### src/rtl/rom_arbiter.sv
// Two-port (fetch/data) arbiter in front of a single-ported ROM.
// Define ARB_RR_EN for round-robin arbitration; default is data-over-fetch priority.
module rom_arbiter #(
  parameter int ACCESS_CYCLES = 1
) (
  input  logic       clk,
  input  logic       rst,
  input  logic       f_req,
  input  logic [7:0] f_addr,
  output logic       f_gnt,
  output logic       f_valid,
  input  logic       d_req,
  input  logic [7:0] d_addr,
  output logic       d_gnt,
  output logic       d_valid,
  output logic [7:0] rdata,
  output logic [7:0] rom_addr,
  output logic       rom_read,
  output logic       rom_ena,
  input  logic [7:0] rom_data,
  output logic       busy
);

  typedef enum logic [1:0] {
    IDLE   = 2'd0,
    ACCESS = 2'd1,
    DONE   = 2'd2
  } state_t;

  state_t     state;
  state_t     state_nx;
  logic [1:0] cnt;
  logic       owner_d;
  logic [7:0] addr_q;
  logic [7:0] rdata_q;
  logic       req_any;
  logic       pick_d;
  logic       last_cnt;

  assign req_any  = f_req | d_req;
  assign last_cnt = (cnt == 2'(ACCESS_CYCLES - 1));

`ifdef ARB_RR_EN
  logic last_d;

  // Round-robin: on contention grant the side that was not granted last
  always_comb begin
    pick_d = d_req & (~f_req | ~last_d);
  end

  // Pointer tracks every grant, contested or not
  always_ff @(posedge clk) begin
    if (rst) begin
      last_d <= 1'b0;
    end else if (state == IDLE && req_any) begin
      last_d <= pick_d;
    end
  end
`else
  // Fixed priority: data side always wins
  always_comb begin
    pick_d = d_req;
  end
`endif

  // State register
  always_ff @(posedge clk) begin
    if (rst) begin
      state <= IDLE;
    end else begin
      state <= state_nx;
    end
  end

  // Next-state logic
  always_comb begin
    state_nx = state;
    unique case (state)
      IDLE:    if (req_any) state_nx = ACCESS;
      ACCESS:  if (last_cnt) state_nx = DONE;
      DONE:    state_nx = IDLE;
      default: state_nx = IDLE;
    endcase
  end

  // Access datapath: latch winner, count access cycles, capture ROM data
  always_ff @(posedge clk) begin
    if (rst) begin
      cnt     <= 2'd0;
      owner_d <= 1'b0;
      addr_q  <= 8'h00;
      rdata_q <= 8'h00;
    end else begin
      unique case (state)
        IDLE: begin
          cnt <= 2'd0;
          if (req_any) begin
            owner_d <= pick_d;
            addr_q  <= pick_d ? d_addr : f_addr;
          end
        end
        ACCESS: begin
          if (last_cnt) begin
            rdata_q <= rom_data;
            cnt     <= 2'd0;
          end else begin
            cnt <= cnt + 2'd1;
          end
        end
        default: cnt <= 2'd0;
      endcase
    end
  end

  // Outputs decoded from registered state only
  always_comb begin
    f_gnt    = 1'b0;
    d_gnt    = 1'b0;
    f_valid  = 1'b0;
    d_valid  = 1'b0;
    rom_ena  = 1'b0;
    rom_read = 1'b0;
    rom_addr = addr_q;
    rdata    = rdata_q;
    busy     = (state != IDLE);
    unique case (state)
      ACCESS: begin
        rom_ena  = 1'b1;
        rom_read = 1'b1;
        f_gnt    = (cnt == 2'd0) & ~owner_d;
        d_gnt    = (cnt == 2'd0) & owner_d;
      end
      DONE: begin
        f_valid = ~owner_d;
        d_valid = owner_d;
      end
      default: ;
    endcase
  end

endmodule

### config.mk
export PLATFORM = sky130hd
export DESIGN_NAME = rom_arbiter
export DESIGN_NICKNAME = d
export VERILOG_FILES = /design/src/rtl/rom_arbiter.sv
export SDC_FILE = /design/constraint.sdc
export NUM_CORES = 1
export LEC_CHECK = 0
export ABC_AREA = 0
export CAP_MARGIN = 20
export CORE_MARGIN = 10
export CORE_UTILIZATION = 42
export DETAILED_ROUTE_END_ITERATION = 10
export HOLD_SLACK_MARGIN = 0.03
export PLACE_DENSITY = 0.84
export SLEW_MARGIN = 20
export SYNTH_ARGS = -nofsm -noshare
export SYNTH_HDL_FRONTEND = slang
export SYNTH_SLANG_ARGS = --single-unit
### constraint.sdc
create_clock -name clk -period 2.6 [get_ports clk]
set_input_delay 0.65 -clock clk [delete_from_list [all_inputs] [get_ports clk]]
set_output_delay 0.65 -clock clk [all_outputs]
set_load 0.02 [all_outputs]
======== After elaboration in Yosys (flattened, before gate mapping) ========
Cells that the tools add are included.
word-level totals
  ROM bits ................................ 0
  output and inout bits ................... 23
  logic and storage cells ................. 31
  input port bits ......................... 28
  latch bits .............................. 0
  RAM bits ................................ 0
  bits in registers ....................... 21
  memories kept ........................... 0
cells by class
  bitwise logic cells ..................... 5
  equality and inequality tests ........... 4
  magnitude comparators ................... 0
  $add $sub $neg .......................... 1
  reduce and logical (&&, ||, !) cells .... 7
  multipliers ............................. 0
  div/mod/pow operators ................... 0
  shift operators ......................... 0
  multiplexer cells ....................... 9
operator list
  operator                                             number
  two-way mux 8 bit                                    1
  AND reduction 2 bit                                  3
  two-way mux 1 bit                                    5
  logical NOT 2 bit                                    2
  two-way mux 2 bit                                    2
  inequality test 2 bit, second input constant         2
  case mux 2 bit (2 select lines)                      1
  OR reduction 3 bit                                   1
  adder 2 x 1 -> 2 bit, second input constant          1
  bitwise AND 1 bit                                    2
  equality test 2 x 1 -> 1 bit, second input constant  1
  equality test 2 bit, second input constant           1
  inverter 1 bit                                       2
  nonzero test 2 bit                                   1
  OR 1 bit                                             1

======== Longest topological paths before layout ========
  depth after elaboration ................. 3
  mapped depth ............................ 6

======== Worst setup path after synthesis ========
Ideal clock, no wire load.
  path kind ............................... reg-to-output
  from .................................... reg cnt[0]
  to ...................................... out f_gnt
  stages on the path, launching flop included .. 6
  path slack .............................. 0.845 ns
  arrival time ............................ 1.105 ns
  path through ............................ dfxtp_1 > inv_1 > ha_1 > buf_4 > nand3b_2 > nor2_1
on the way
  cells in the longest elaborated chain, start to end .. 3
ends and longest elaborated chain
  what                      line  RTL
  start: declaration        32    logic [1:0] cnt;
  start signal: assignment  107   cnt <= cnt + 2'd1;
  logical NOT 2 bit         130   f_gnt = (cnt == 2'd0) & ~owner_d;
  bitwise AND 1 bit         130
  two-way mux 1 bit         126   unique case (state)
  end: declaration          10    output logic f_gnt,
No other way between the ends.

======== Worst setup path after layout ========
Ends and elaborated chain as after synthesis.

==> results_dict.tcl <==
set metrics [dict create \
    clk_path_buf_depth 2 \
    multi_input_area_um2 512 \
    worstMarginPinSlew_ns 0.451 \
    dp_hpwl_um 2590 \
    first_iter_violations 21 \
    yosys_warnings 0 \
    hp-class "reg2reg" \
    synthTopCellsByArea "dfxtp_1, a211oi_2, a21oi_1" \
    cp.required_ns 1.95 \
    final_cell_mix "clkdlybuf4s50_1, dfxtp_1, a21oi_1" \
    initial_core_util 0.443 \
    synth_top_area_frac 0.425 \
    drcViolationCount 0 \
    placed_cells 174 \
    synthDistinctLibCells 29 \
    path_clk_slew_ns 0.12 \
    drv_slew 0 \
    core_um2 2230 \
    async_flop_share 0 \
    tns_ns 0 \
    antenna_found_initial 0 \
    rsz0062_at_grt "no" \
    fp.dieW_um 68.5 \
    gp_congestion 0.722 \
    clk_latency_ns 0.32 \
    place.port_buffers 50 \
    cp-start-kind "register" \
    final.fill_count 196 \
    max_freq_ghz 0.396 \
    area_delta_synth_final_pct 55.2 \
    rows 17 \
    cts_htree_levels 1 \
    cts_hold_buf 0 \
    grt_pass1_wl_um 4950 \
    pin_count 51 \
    synth-main-ff-cell "dfxtp_1" \
    wirelength_um 3210 \
    critPathMaxFanout 9 \
    synth_edf_count 0 \
    skew_ns 0.00161 \
    hold_viol 0 \
    drt-wirelength-per-cell_um 18.0 \
    fin_area_um2 1540 \
    cts_tree "done" \
    cp_data_arrival_time_ns 1.88 \
    dr.pass1.iters 4 \
    dieHeight_um 68.5 \
    clockPowerShare 0.211 \
    syn_avg_cell_area_um2 10.0 \
    yosysTopAreaCell "dfxtp_1" \
    seq_area_frac_synth 0.425 \
    whs_path_depth 1 \
    overflow 0 \
    combinationalPowerShare 0.323 \
    place_area_um2 1510 \
    die_area_um2 4700 \
    rr_endpoint "rdata[0]" \
    final_cells 178 \
    rrSetupSlack_ns 1.40 \
    drive_gt1_frac 0.167 \
    postCtsSetupBuffers 0 \
    cts.sinks 21 \
    peakVddDrop_uv 316 \
    switching_share 0.320 \
    layout_setup_ws_ns 0.0739 \
    num_vias 923 \
    syn_inst 99 \
    ys_ff_latch 21 \
    synth_nets 129 \
    synth_area_um2 990 \
    worstHoldStart "cnt[0]" \
    reg2reg_depth 5 \
    worstReg2RegStart "cnt[0]" \
    leakagePower_nw 0.574 \
    maxCapViolations 0 \
    place_ws_ns 0.430 \
    track_usage 0.139 \
    layout_commonest_cell "clkdlybuf4s50_1" \
    setup_viol 0 \
    status "complete, no violations" \
    grt_pass1_vias 1003 \
    period_minus_slack_ns 2.53 \
    critical_path_class "reg2out" \
    postRouteAntennaNets 0 \
    holdPathEnd "cnt[0]" \
    p_int_w 0.000533 \
    finalCritPeriodShare 0.972 \
    cts_resized 0 \
    ctsRootBufferMaster "clkbuf_4" \
    fin_hold_ws_ns 0.429 \
    vias_per_cell 5.19 \
    maxSlewHeadroom 0.699 \
    cts_buffers 3 \
    grt_max_degree 14 \
    endpoint_kind "output pin" \
    diodes 0 \
    p_per_area_nw_per_um2 510 \
    seq_area_um2 422 \
    p_sw_w 0.000250 \
    seq_power_share 0.467 \
    nNetsFinal 181 \
]
[state kept, by name (all words and copies together) (netlist names)]
| register | cells |
|---|---|
| state | 2 |
| rom_addr | 8 |
| rdata | 8 |
| owner_d | 1 |
| cnt | 2 |
[per-stage QoR]
stage	utilization	power [W]
floorplan	-	0.000504
global placement	0.675	0.000617
detailed placement	0.675	0.000626
CTS	0.687	0.000786
global route	0.688	0.000818
finish	0.688	0.000783
[metal layers]
layer / part of all wire / global-route usage / up-vias
met5: 0 / 0 / -
met4: 0.020 / 0.0678 / 0
met3: 0.041 / 0.0225 / 5
met2: 0.57 / 0.278 / 21
met1: 0.37 / 0.133 / 440
li1: - / - / 457
[cells by family after synthesis]
family / count (synthesis) / synth area share
AOI/OAI and AO/OA: 27 / 0.205
adders and majority gates: 2 / 0.0253
buffers and inverters: 10 / 0.0581
DFF: 21 / 0.425
muxes: 8 / 0.0809
and+or+nand+nor: 31 / 0.206
[power groups by stage]
stage	sequential [W]	clock (W)	combinational [W]
global placement	0.000371	0	0.000246
floorplan	0.000397	0	0.000107
finish	0.000366	0.000165	0.000253
global route	0.000369	0.000180	0.000270
CTS	0.000365	0.000166	0.000254
detailed placement	0.000373	0	0.000253
[critical path, cell delays in order, from the launching register on]
cell	delay, ns
dfxtp_1	0.33
inv_1	0.09
ha_1	0.19
nand3b_2	0.20
nor2_1	0.14
clkdlybuf4s50_1	0.61
[synth_stat cells (all sizes together), types with 2 or more instances]
library cell,count
a211oi,8
a21oi,17
buf,4
clkbuf,2
dfxtp,21
ha,2
inv,4
mux2i,8
nand2,9
nand3,8
nor2,4
nor3b,2
[worst max-delay path by stage]
stage               cells past startpoint  slack [ns]     to  startpoint
finish                                  5        0.07  f_gnt      cnt[0]
global route                            5       0.001  f_gnt      cnt[0]
CTS                                     4        0.07  d_gnt    state[0]
detailed placement                      4        0.43  d_gnt    state[0]
global placement                        4        0.48  d_gnt    state[0]
floorplan                               5        0.85  f_gnt      cnt[0]
[area by class of cell]
cell class              count  share of cell area
repair buffers             53               0.340
multi-input cells          68               0.333
flip-flops and latches     21               0.274
well taps                  28              0.0228
clock buffers               3              0.0147
inverters                   4              0.0114
clock inverters             1             0.00326
Note: power is estimated with default switching activity, not from simulation.
